[config.mk]
export PLATFORM = sky130hd
export DESIGN_NAME = fp32_to_int32
export DESIGN_NICKNAME = d
export VERILOG_FILES = /design/src/rtl/fp32_pkg.sv /design/src/rtl/fp32_unpack.sv /design/src/rtl/fp32_to_int32.sv
export SDC_FILE = /design/constraint.sdc
export NUM_CORES = 1
export LEC_CHECK = 0
export CORE_UTILIZATION = 39
export DETAILED_ROUTE_END_ITERATION = 10
export PLACE_DENSITY = 0.61
export SETUP_SLACK_MARGIN = 0.05
export SYNTH_ARGS = -nofsm -noshare
export SYNTH_HDL_FRONTEND = slang
export SYNTH_SLANG_ARGS = --single-unit
[constraint.sdc]
create_clock -name clk -period 3.9 [get_ports clk]
set_input_delay 0.975 -clock clk [delete_from_list [all_inputs] [get_ports clk]]
set_output_delay 0.975 -clock clk [all_outputs]
set_load 0.01 [all_outputs]
[src/rtl/fp32_pkg.sv]
// ============================================================================
// fp32_pkg : shared constants and types for the fp32 -> int32 converter
// Revision : 1.0
// ============================================================================
`default_nettype none

package fp32_pkg;

  localparam int FP32_BIAS  = 127;
  localparam int FP32_EXP_W = 8;
  localparam int FP32_MAN_W = 23;

  localparam int FLAG_INVALID  = 2;
  localparam int FLAG_OVERFLOW = 1;
  localparam int FLAG_INEXACT  = 0;

  localparam logic RND_RTZ = 1'b0;
  localparam logic RND_RNE = 1'b1;

  typedef enum logic [1:0] {
    FP_ZERO   = 2'd0,
    FP_NORMAL = 2'd1,
    FP_INF    = 2'd2,
    FP_NAN    = 2'd3
  } fp_class_e;

endpackage

`default_nettype wire

[src/rtl/fp32_unpack.sv]
// ============================================================================
// fp32_unpack : combinational classify/align stage; yields the truncated
//               integer part plus guard and sticky bits for rounding
// Revision    : 1.0
// ============================================================================
`default_nettype none

module fp32_unpack
  import fp32_pkg::*;
(
  input  logic [31:0] i_data,
  output fp_class_e   o_class,
  output logic        o_sign,
  output logic        o_big,
  output logic        o_is_min,
  output logic [30:0] o_int,
  output logic        o_guard,
  output logic        o_sticky
);

  localparam logic [FP32_EXP_W-1:0] EXP_ONE   = FP32_EXP_W'(FP32_BIAS);
  localparam logic [FP32_EXP_W-1:0] EXP_HALF  = FP32_EXP_W'(FP32_BIAS - 1);
  localparam logic [FP32_EXP_W-1:0] EXP_EXACT = FP32_EXP_W'(FP32_BIAS + FP32_MAN_W);
  localparam logic [FP32_EXP_W-1:0] EXP_SAT   = FP32_EXP_W'(FP32_BIAS + 31);

  logic [FP32_EXP_W-1:0] w_exp;
  logic [FP32_MAN_W-1:0] w_man;
  logic [FP32_MAN_W:0]   w_m;
  logic [7:0]            w_rs;
  logic [7:0]            w_ls;
  logic [FP32_MAN_W:0]   w_shr;
  logic [FP32_MAN_W:0]   w_grd;
  logic [FP32_MAN_W:0]   w_low;
  logic [30:0]           w_shl;

  assign o_sign   = i_data[31];
  assign w_exp    = i_data[30:23];
  assign w_man    = i_data[22:0];
  assign w_m      = {1'b1, w_man};
  assign o_is_min = (i_data == 32'hCF00_0000);

  // Shift amounts are only meaningful inside the exponent window that uses them.
  assign w_rs  = EXP_EXACT - w_exp;
  assign w_ls  = w_exp - EXP_EXACT;
  assign w_shr = w_m >> w_rs;
  assign w_grd = w_m >> (w_rs - 8'd1);
  assign w_low = w_m << (8'd25 - w_rs);
  assign w_shl = {7'b0, w_m} << w_ls;

  always_comb begin
    o_class  = FP_NORMAL;
    o_big    = 1'b0;
    o_int    = '0;
    o_guard  = 1'b0;
    o_sticky = 1'b0;
    if (w_exp == '0) begin
      o_class  = FP_ZERO;
      o_sticky = |w_man;
    end else if (w_exp == '1) begin
      o_class = (w_man != '0) ? FP_NAN : FP_INF;
    end else if (w_exp >= EXP_SAT) begin
      o_big = 1'b1;
    end else if (w_exp >= EXP_EXACT) begin
      o_int = w_shl;
    end else if (w_exp >= EXP_ONE) begin
      o_int    = {7'b0, w_shr};
      o_guard  = w_grd[0];
      o_sticky = |w_low;
    end else begin
      o_guard  = (w_exp == EXP_HALF);
      o_sticky = (w_exp == EXP_HALF) ? |w_man : 1'b1;
    end
  end

endmodule

`default_nettype wire

[src/rtl/fp32_to_int32.sv]
// ============================================================================
// fp32_to_int32 : two-stage fp32 -> int32 converter with valid/ready on both
//                 sides; RNE/RTZ rounding, saturation and exception flags
// Revision      : 1.0
// ============================================================================
`default_nettype none

module fp32_to_int32
  import fp32_pkg::*;
#(
  parameter logic [31:0] NAN_VALUE = 32'h7FFF_FFFF
) (
  input  logic        clk,
  input  logic        rst_n,
  input  logic        in_valid,
  output logic        in_ready,
  input  logic [31:0] in_data,
  input  logic        in_rnd_mode,
  output logic        out_valid,
  input  logic        out_ready,
  output logic [31:0] out_data,
  output logic [2:0]  out_flags
);

  fp_class_e   w_class;
  logic        w_sign, w_big, w_is_min, w_guard, w_sticky;
  logic [30:0] w_int;

  fp_class_e   r_s1_class;
  logic        r_s1_valid, r_s1_rnd, r_s1_sign, r_s1_big, r_s1_min;
  logic        r_s1_guard, r_s1_sticky;
  logic [30:0] r_s1_int;

  logic        w_s1_adv, w_s2_adv, w_inc;
  logic [31:0] w_mag, w_data;
  logic [2:0]  w_flags;

  fp32_unpack u_unpack (
    .i_data   (in_data),
    .o_class  (w_class),
    .o_sign   (w_sign),
    .o_big    (w_big),
    .o_is_min (w_is_min),
    .o_int    (w_int),
    .o_guard  (w_guard),
    .o_sticky (w_sticky)
  );

  assign w_s2_adv = !out_valid || out_ready;
  assign w_s1_adv = !r_s1_valid || w_s2_adv;
  assign in_ready = w_s1_adv;

  always_ff @(posedge clk or negedge rst_n) begin
    if (!rst_n) begin
      r_s1_valid  <= 1'b0;
      r_s1_class  <= FP_ZERO;
      r_s1_rnd    <= RND_RTZ;
      r_s1_sign   <= 1'b0;
      r_s1_big    <= 1'b0;
      r_s1_min    <= 1'b0;
      r_s1_int    <= '0;
      r_s1_guard  <= 1'b0;
      r_s1_sticky <= 1'b0;
    end else if (w_s1_adv) begin
      r_s1_valid <= in_valid;
      if (in_valid) begin
        r_s1_class  <= w_class;
        r_s1_rnd    <= in_rnd_mode;
        r_s1_sign   <= w_sign;
        r_s1_big    <= w_big;
        r_s1_min    <= w_is_min;
        r_s1_int    <= w_int;
        r_s1_guard  <= w_guard;
        r_s1_sticky <= w_sticky;
      end
    end
  end

  // Round, negate, then let exceptional classes override in priority order.
  always_comb begin
    w_inc = 1'b0;
    case (r_s1_rnd)
      RND_RNE: w_inc = r_s1_guard && (r_s1_sticky || r_s1_int[0]);
      RND_RTZ: w_inc = 1'b0;
      default: w_inc = 1'b0;
    endcase
    w_mag   = {1'b0, r_s1_int} + {31'b0, w_inc};
    w_data  = r_s1_sign ? (~w_mag + 32'd1) : w_mag;
    w_flags = '0;
    w_flags[FLAG_INEXACT] = r_s1_guard || r_s1_sticky;
    if (r_s1_class == FP_NAN) begin
      w_data  = NAN_VALUE;
      w_flags = '0;
      w_flags[FLAG_INVALID] = 1'b1;
    end else if (r_s1_min) begin
      w_data  = 32'h8000_0000;
      w_flags = '0;
    end else if (r_s1_class == FP_INF || r_s1_big) begin
      w_data  = r_s1_sign ? 32'h8000_0000 : 32'h7FFF_FFFF;
      w_flags = '0;
      w_flags[FLAG_OVERFLOW] = 1'b1;
    end
  end

  always_ff @(posedge clk or negedge rst_n) begin
    if (!rst_n) begin
      out_valid <= 1'b0;
      out_data  <= '0;
      out_flags <= '0;
    end else if (w_s2_adv) begin
      out_valid <= r_s1_valid;
      if (r_s1_valid) begin
        out_data  <= w_data;
        out_flags <= w_flags;
      end
    end
  end

endmodule

`default_nettype wire

Word level (Yosys, flattened, before mapping)
Cells that the tools add are included.
{"block": "op_classes", "addsub": 6, "n_lt_le_gt_ge": 3, "eq_ne": 5, "n_shift": 4, "n_mux": 31, "n_bitwise": 2, "reduce_logical": 14}
{"cell": "32-bit two-way mux", "n": 5}
{"cell": "31-bit two-way mux", "n": 4}
{"cell": "31-bit by 1-bit adder with 32-bit output", "n": 1}
{"cell": "32-bit by 1-bit adder with 32-bit output, second input constant", "n": 1}
{"cell": "32-bit == test, second input constant", "n": 1}
{"cell": "32-bit inverter", "n": 1}
{"cell": "24-bit by 8-bit left shift with 31-bit output", "n": 1}
{"cell": "24-bit two-way mux", "n": 1}
{"cell": "24-bit OR reduction", "n": 1}
{"cell": "24-bit by 8-bit left shift with 24-bit output", "n": 1}
{"cell": "24-bit by 8-bit >> shifter with 1-bit output", "n": 1}
{"cell": "24-bit by 8-bit >> shifter with 24-bit output", "n": 1}
{"cell": "23-bit nonzero test", "n": 1}
{"cell": "23-bit OR reduction", "n": 1}
{"cell": "8-bit >= comparator, second input constant", "n": 2}
{"cell": "1-bit two-way mux", "n": 15}
{"cell": "8-bit by 7-bit == test with 1-bit output, second input constant", "n": 1}
{"cell": "8-bit == test, second input constant", "n": 1}
{"cell": "8-bit by 7-bit >= comparator with 1-bit output, second input constant", "n": 1}
{"cell": "8-bit zero test", "n": 1}
{"cell": "2-bit two-way mux", "n": 4}
{"cell": "5-bit by 8-bit subtractor with 8-bit output, first input constant", "n": 1}
{"cell": "8-bit by 1-bit subtractor with 8-bit output, second input constant", "n": 1}
{"cell": "8-bit subtractor, first input constant", "n": 1}
{"cell": "9 further kinds", "n": 16}
{"block": "totals", "reg_bits": 76, "in_bits": 37, "out_inout_bits": 37, "elab_cells": 77}

Logic depth before layout (Yosys ltp)
Gate-level depths: netlist (run 1).
{"block": "logic_depth", "ltp_word": 10, "depth_mapped": 14, "mapped_depth_nobuf": 13}

Modules after synthesis
A second synthesis (run 1) with hierarchy kept.
{"block": "unflattened", "cells_unflattened": 1159, "hier_area_um2": 9311.4}
{"module": "fp32_to_int32", "instances": 1, "cells_each": 538, "area_each_um2": 5021.1, "seq_area_each_um2": 1901.8}
{"module": "fp32_unpack", "instances": 1, "cells_each": 621, "area_each_um2": 4290.4, "seq_area_each_um2": 0.0}

Least setup slack after synthesis (run 1)
Ideal clock, no wire load.
{"block": "synth_path", "kind": "input -> register", "start": "in in_data[24]", "end": "reg r_s1_int[11]", "setup_ns": 0.121, "arrival_ns": 4.295, "required_ns": 3.779, "slack_ns": -0.516, "path_stages": 13, "path_buffers": 5, "path_cell_list": "clkbuf_1 > buf_1 > clkbuf_1 > inv_1 > ha_1 > buf_1 > clkbuf_1 > mux4_2 > a21oi_1 > nor4_1 > a21oi_1 > o2bb2ai_1 > a22o_1"}
{"block": "synth_via", "elab_chain_len": 7, "elab_cells_between_ends": 14, "classes_between": "2 x add/sub; 3 x order compare; 1 x eq/ne; 2 x shift; 5 x mux; 1 x reduce/logical"}
{"element": "start: declaration", "line_no": "fp32_to_int32.sv:17", "rtl": "input logic [31:0] in_data,"}
{"element": "8-bit subtractor", "line_no": "fp32_unpack.sv:43", "rtl": "assign w_rs = EXP_EXACT - w_exp;"}
{"element": "24-bit by 8-bit >> shifter with 24-bit output", "line_no": "fp32_unpack.sv:45", "rtl": "assign w_shr = w_m >> w_rs;"}
{"element": "24-bit two-way mux", "line_no": "fp32_unpack.sv:65", "rtl": "end else if (w_exp >= EXP_ONE) begin"}
{"element": "31-bit two-way mux", "line_no": "fp32_unpack.sv:63", "rtl": "end else if (w_exp >= EXP_EXACT) begin"}
{"element": "31-bit two-way mux", "line_no": "fp32_unpack.sv:61", "rtl": "end else if (w_exp >= EXP_SAT) begin"}
{"element": "31-bit two-way mux", "line_no": "fp32_unpack.sv:59", "rtl": "end else if (w_exp == '1) begin"}
{"element": "31-bit two-way mux *", "line_no": "fp32_unpack.sv:56", "rtl": "if (w_exp == '0) begin"}
{"element": "end signal: assignment", "line_no": "fp32_to_int32.sv:72", "rtl": "r_s1_int <= w_int;"}
{"element": "end: declaration", "line_no": "fp32_to_int32.sv:32", "rtl": "logic [30:0] r_s1_int;"}
Mark *: on every way between the ends. The rest lies on a longest branch, timed or not.
A chain may end at the register's enable or synchronous reset.

Final worst setup path (run 1)
{"block": "layout_path", "start": "in in_data[25]", "end": "reg r_s1_int[0]"}
Same word-level chain as after synthesis.

==> results of run 1 <==
## through the flow
step / power (mW) / worst slack (ns) / utilization
detailed placement: 2.606 / 0.01956 / 0.4604
global placement: 2.598 / 0.09274 / 0.4604
global route: 3.590 / 0.1152 / 0.4732
floorplan: 1.947 / 0.1052 / -
CTS: 3.384 / 0.2465 / 0.4726
finish: 3.396 / 0.3222 / 0.4734
## layout make-up
class | count | share of cell area
Clock inverter | 6 | 0.003960
Sequential cell | 76 | 0.1824
Antenna cell | 1 | 0.0002400
Clock buffer | 10 | 0.02196
Multi-Input combinational cell | 983 | 0.6196
Inverter | 18 | 0.006480
Timing Repair Buffer | 157 | 0.1318
Tap cell | 280 | 0.03360
## sequential cells by signal (all words and copies together), names as in the netlist
name / cells
out_data: 32
r_s1_int: 31
out_flags: 3
r_s1_class: 2
out_valid: 1
r_s1_big: 1
r_s1_guard: 1
r_s1_min: 1
r_s1_rnd: 1
r_s1_sign: 1
r_s1_sticky: 1
r_s1_valid: 1
## synthesized netlist by cell type (15+ instances only)
master    count  area (um^2)
clkbuf_1     73        274.0
mux2i_1      63        630.6
xnor2_1      38        332.8
o31ai_1      17        127.6
a31oi_1      23        143.9
nor3_1       36        180.2
inv_1        16        60.06
dfrtp_1      76         1902
nand2_1     142        533.0
xor2_1       19        166.4
a21oi_1      77        385.4
nand3_1      53        265.3
nor2_1       93        349.1
and3_1       15        93.84
nand4_1      27        168.9
mux2_2       24        270.3
o21ai_0      99        495.5
nor4_1       17        106.4
## power by group
part / internal [mW] / leakage (nW) / switching [mW]
registers: 0.910 / 0.975 / 0.0860
logic: 0.705 / 2.98 / 0.927
clock network: 0.429 / 0.124 / 0.339
total: 2.04 / 4.08 / 1.35
## path summary, 6_finish.rpt
path / cells past startpoint / slack, ns / startpoint / to
min reg2reg: 1 / 0.48 / out_flags[2]$_DFFE_PN0P_ / out_flags[2]$_DFFE_PN0P_
max reg2reg: 12 / 0.35 / r_s1_int[0]$_DFFE_PN0P_ / out_data[21]$_DFFE_PN0P_
max in group asynchronous: 1 / 2.47 / rst_n / out_data[23]$_DFFE_PN0P_
max: 11 / 0.32 / in_data[25] / r_s1_int[0]$_DFFE_PN0P_
min in group asynchronous: 1 / 0.80 / rst_n / out_valid$_DFFE_PN0P_
min: 1 / 0.48 / out_flags[2]$_DFFE_PN0P_ / out_flags[2]$_DFFE_PN0P_
## critical path, delay by kind of cell
family / cells / cell delay (ns)
AOI/OAI and AO/OA: 4 / 1.26
xor gates and xnor gates: 1 / 0.34
buffers and inverters: 3 / 0.82
and+or+nand+nor: 3 / 0.39
## cells by family (layout without fill, tap and decap cells)
logic type                 Yosys count  in the layout  synth area share
and+or+nand+nor                    451            451            0.2515
AOI/OAI and AO/OA                  364            364            0.2700
buffers and inverters              121            191           0.05520
muxes                              100            100            0.1354
DFF                                 76             76            0.2157
xor gates and xnor gates            57             57           0.05662
adders and majority gates           11             11           0.01561
other                                0              1                 0
## metal layers
metal / global-route usage / wire [um]
met1: 0.3894 / 14410
met2: 0.4126 / 13850
met3: 0.05461 / 2641
met4: 0.08503 / 865
met5: 0 / 0
==> flow_summary.yaml, run 1 <==
clocking:
  htree_levels: 3
  clk_latency_ns: 0.34
  cts_num_sinks: 76
  path_clk_slew_ns: 0.06
  cts_resized: 0
  cts_hold_buffers: 0
  post_cts_buffers: 0
  cts_tree: "done"
  cts-buffers-inserted: 9
  cts_root_buf: "clkbuf_16"
  cts_buffer_depth: 2
global_routing:
  grt_pass1_wl_um: 50340
  gr-total-overflow: 0
  grt_pass1_vias: 8804
  grt.total_usage: 0.2732
  antenna_found_initial: 1
  grt_max_degree: 77
final_layout:
  regArea_um2: 1902
  finalNonFillerCells: 1531
  multiInputGateArea_um2: 6460
  fillCellCount: 2195
  final_area_um2: 10430
  synthToLayoutAreaGrowth_pct: 18.25
  mostFrequentLayoutCells: "142 x nand2_1, 99 x o21ai_0, 93 x nor2_1, 83 x buf_4"
  nets: 1293
  layout-drive-gt1-share: 0.1288
  layout_commonest_cell: "nand2_1"
worst_setup_path:
  required_ns: 4.12
  worstPathCellList: "clkdlybuf4s50_1, buf_4, a21oi_1, nor2_1, nor2_1, xor2_1, nand2_1, a2111oi_0, buf_4, a311oi_1, o311ai_0"
  critical_path_class: "input port to register"
  start_kind: "input port"
  cp-end-kind: "register"
  slowest_stage: "a2111oi_0"
  cp.arrival_ns: 3.79
  slowest_delay_ns: 0.58
  critical_path_peak_fanout: 8
routing:
  drt-initial-drc-count: 1162
  vias: 9780
  antenna_left: 0
  first_pass_iters: 9
  vias_per_cell: 6.388
  remaining_drc_errors: 12
  post_drt_wl_per_cell_um: 20.75
  routed_wl_um: 31760
die:
  core_um2: 22030
  io_pins: 74
  chipWidth_um: 152.4
  rows: 54
  initial_core_util: 0.4003
  die_area_um2: 23210
  chipHeight_um: 152.4
sta:
  final_hold_viol_count: 0
  layout_min_cycle_time_ns: 3.578
  tns_ns: 0
  slew_headroom: 0.3149
  finalSetupViolations: 0
  fmax_mhz: 279.5
  worst_pin_slew_ns: 1.020
  rsz0062_at_grt: "no"
  min_period_over_period: 0.9174
  slew_viol_final: 0
  hold_ws_ns: 0.4755
  finClkSkew_ns: 0.004035
power_and_ir_drop:
  power_density_nw_per_um2: 325.8
  p_leak_nw: 4.081
  vdd_drop_max_mv: 0.1895
synthesis:
  synth-seq-area-share: 0.2157
  postSynth.asyncResetShare: 1.000
  synth_edf_count: 0
  yosysWarnings: 0
  synthCells: 1180
  mappedNetlistArea_um2: 8817
  ys.flop_type: "dfrtp_1"
  synth_area_per_cell_um2: 7.472
  ys_seq_elements: 76
  syn-num-nets: 1228
  yosysUniqueCellTypes: 82
outcome:
  violations: "DRC"
  status: "finished with violations"
flow_run:
  maxCapViolCount: 0
placement:
  post-dp-hpwl_um: 24600
  post-place-cells: 1514
  place_congestion: 0.9832
  port_buffers: 73
  place_area_um2: 10140
hold_path:
  hold_path_class: "register to register"
(Power assumes the default switching activity.)
==> run 2: changes to the inputs <==
--- a/config.mk
+++ b/config.mk
@@ -5,9 +5,10 @@
 export SDC_FILE = /design/constraint.sdc
 export NUM_CORES = 1
 export LEC_CHECK = 0
+export ABC_AREA = 1
 export CORE_UTILIZATION = 39
 export DETAILED_ROUTE_END_ITERATION = 10
-export PLACE_DENSITY = 0.61
+export PLACE_DENSITY = 0.58
 export SETUP_SLACK_MARGIN = 0.05
 export SYNTH_ARGS = -nofsm -noshare
 export SYNTH_HDL_FRONTEND = slang
==> constraint.sdc (replaced) <==
create_clock -name clk -period 4.4 [get_ports clk]
set_input_delay 1.1 -clock clk [delete_from_list [all_inputs] [get_ports clk]]
set_output_delay 1.1 -clock clk [all_outputs]
set_load 0.01 [all_outputs]
==> run 2 against run 1 <==
  * Hold slack improved by 0.0036 ns
  * Register-to-register slack better by 0.68 ns
  * Sequential power decreased by 2.4%
  * Sequential share of layout area grew 0.58 points
  * Final cell count grew 25%
  * Highest routed layer unchanged
  * Die area fell by 0.53%
  * Clock skew up 0.0021 ns
  * Global-route usage up 1.1 points
  * Non-clock buffer count is 53 lower
  * Utilization is 1.3 points lower
  * The run still ends with DRC left
==> flow_summary.yaml, run 2 <==
power_and_ir_drop:
  power_density_nw_per_um2: 338.9
  p_leak_nw: 5.077
  total_power_mw: 3.424
  vdd_drop_max_mv: 0.1780
final_layout:
  mostFrequentLayoutCells: "630 x nand2_1, 166 x nand3_1, 123 x nor2_1, 120 x inv_1, 115 x o21ai_0"
  multiInputGateArea_um2: 6042
  layout_commonest_cell: "nand2_1"
  synthToLayoutAreaGrowth_pct: 15.21
  reg_top3: "out_data x32, r_s1_int x31, out_flags x3"
  regMostFlops: "out_data"
  regArea_um2: 1902
  nets: 1674
  layout-drive-gt1-share: 0.06009
  largest_reg_flops: 32
  diodes: 0
  fillCellCount: 2451
sta:
  layout_min_cycle_time_ns: 3.810
  tns_ns: 0
  fin_ws_ns: 0.5897
  final_hold_viol_count: 0
  finClkSkew_ns: 0.006136
  finalSetupViolations: 0
  worst_pin_slew_ns: 1.053
  hold_ws_ns: 0.4791
  slew_viol_final: 0
  min_period_over_period: 0.8660
  fmax_mhz: 262.4
  rsz0062_at_grt: "no"
  slew_headroom: 0.2961
worst_setup_path:
  required_ns: 4.67
  critical_path_peak_fanout: 11
  cp-end-kind: "register"
  cp.arrival_ns: 4.08
  critical_path_class: "input port to register"
  start_kind: "input port"
clocking:
  cts_root_buf: "clkbuf_16"
  cts-buffers-inserted: 9
  cts_tree: "done"
  cts_resized: 0
  post_cts_buffers: 0
  path_clk_slew_ns: 0.06
  cts_buffer_depth: 2
  cts_num_sinks: 76
  clk_latency_ns: 0.35
  cts_hold_buffers: 0
  htree_levels: 3
synthesis:
  ys_seq_elements: 76
  synthTopCellsByCount: "630 x nand2_1, 166 x nand3_1, 123 x nor2_1"
  yosysMostFrequentCell: "nand2_1"
  synth-seq-area-share: 0.2169
  synth_area_leaders: "nand2_1 27%, dfrtp_1 22%, nand3_1 9.5%"
  synth_top_area_share: 0.2697
  ys.flop_type: "dfrtp_1"
  syn-num-nets: 1626
  synth_area_per_cell_um2: 5.557
  postSynth.asyncResetShare: 1.000
  yosysUniqueCellTypes: 48
  yosysWarnings: 0
  synthCells: 1578
  mappedNetlistArea_um2: 8770
  synth_edf_count: 0
  yosys.area.top_type: "nand2_1"
global_routing:
  busiest_layer: "met2"
  grt_pass1_vias: 9536
  grt.total_usage: 0.2846
  use_met3: 0.04107
  grt_pass1_wl_um: 52130
  grt_max_degree: 77
  gr-total-overflow: 0
  antenna_found_initial: 0
  grt.met1_usage: 0.3932
  met2_usage: 0.4530
routing:
  antenna_left: 0
  first_pass_iters: 10
  remaining_drc_errors: 30
  drt-initial-drc-count: 819
  vias: 10230
  post_drt_wl_per_cell_um: 16.79
  vias_per_cell: 5.353
  routed_wl_um: 32080
die:
  rows: 54
  chipHeight_um: 152.0
  chipWidth_um: 152.0
  initial_core_util: 0.3994
  die_area_um2: 23090
  io_pins: 74
  core_um2: 21960
outcome:
  violations: "DRC"
  status: "finished with violations"
flow_run:
  maxCapViolCount: 0
placement:
  port_buffers: 73
  dp_slack_ns: 0.3500
  post-dp-hpwl_um: 25990
  place_congestion: 0.9461
hold_path:
  hold_path_class: "register to register"
## run 2: changes by cell type in the layout (fill, tap and decap cells not counted), sizes merged, moves of 15 or more
cell	before	now
buf	87	32
a21oi	77	48
xnor2	38	9
a31oi	23	5
inv	17	140
o21ai	101	144
nand3	54	166
and3	15	0
nand2	142	639
mux2	24	0
mux2i	63	1
nor2	93	137
## run 2: area by class of cell
| class | instances | share of cell area |
|---|---|---|
| inverters | 144 | 0.05350 |
| flip-flops and latches | 76 | 0.1882 |
| clock buffers | 9 | 0.02229 |
| multi-input cells | 1291 | 0.5980 |
| repair buffers | 104 | 0.09511 |
| clock inverters | 7 | 0.008173 |
| well taps | 280 | 0.03468 |
## run 2: critical path: stages
cell and delay, ns:
clkdlybuf4s50_1 0.59, inv_2 0.09, ha_1 0.42, clkinv_1 0.33
nand2_1 0.20, nand2_1 0.15, inv_1 0.15, o21ai_0 0.08
o21ai_0 0.37, a21oi_1 0.15, nor4_1 0.25, a21oi_1 0.07
o21ai_1 0.13
## run 2: final timing paths
check / slack [ns] / start / cells past startpoint / to
hold reg to reg: 0.48 / out_flags[2]$_DFFE_PN0P_ / 2 / out_flags[2]$_DFFE_PN0P_
hold / removal: 0.48 / out_flags[2]$_DFFE_PN0P_ / 2 / out_flags[2]$_DFFE_PN0P_
setup / recovery: 0.59 / in_data[24] / 13 / r_s1_guard$_DFFE_PN0P_
max in group asynchronous: 2.89 / rst_n / 1 / r_s1_int[23]$_DFFE_PN0P_
setup reg to reg: 1.03 / r_s1_guard$_DFFE_PN0P_ / 19 / out_data[30]$_DFFE_PN0P_
min in group asynchronous: 0.90 / rst_n / 1 / r_s1_valid$_DFFE_PN0N_
## run 2: routing by layer
| layer | part of all wire | vias to the layer above |
|---|---|---|
| met5 | 0 | - |
| met4 | 0.029 | 0 |
| met3 | 0.054 | 54 |
| li1 | - | 5226 |
| met2 | 0.45 | 304 |
| met1 | 0.47 | 4645 |
## run 2: report_power, final
part	internal (mW)	switching, mW
logic	0.643	1.03
clock network	0.449	0.333
registers	0.860	0.111
## run 2: per-stage QoR
step                cell area, um^2  instances    util
detailed placement             9796       1895  0.4461
global route                  10100       1911  0.4601
floorplan                      8770       1578       -
global placement               9796       1895  0.4461
CTS                           10100       1911  0.4601
finish                        10100       1911  0.4601
## run 2: logic make-up (layout without fill, tap and decap cells)
group                    count (synthesis)  in the layout  share of synthesized area
AND/OR/NAND/NOR                       1011           1011                     0.4889
AO/OA/AOI/OAI                          242            242                     0.1538
buffers and inverters                  211            264                    0.09459
flip-flops                              76             76                     0.2169
XOR/XNOR                                26             26                    0.02896
adder cells (fa/ha/maj)                 11             11                    0.01569
multiplexers                             1              1                   0.001141
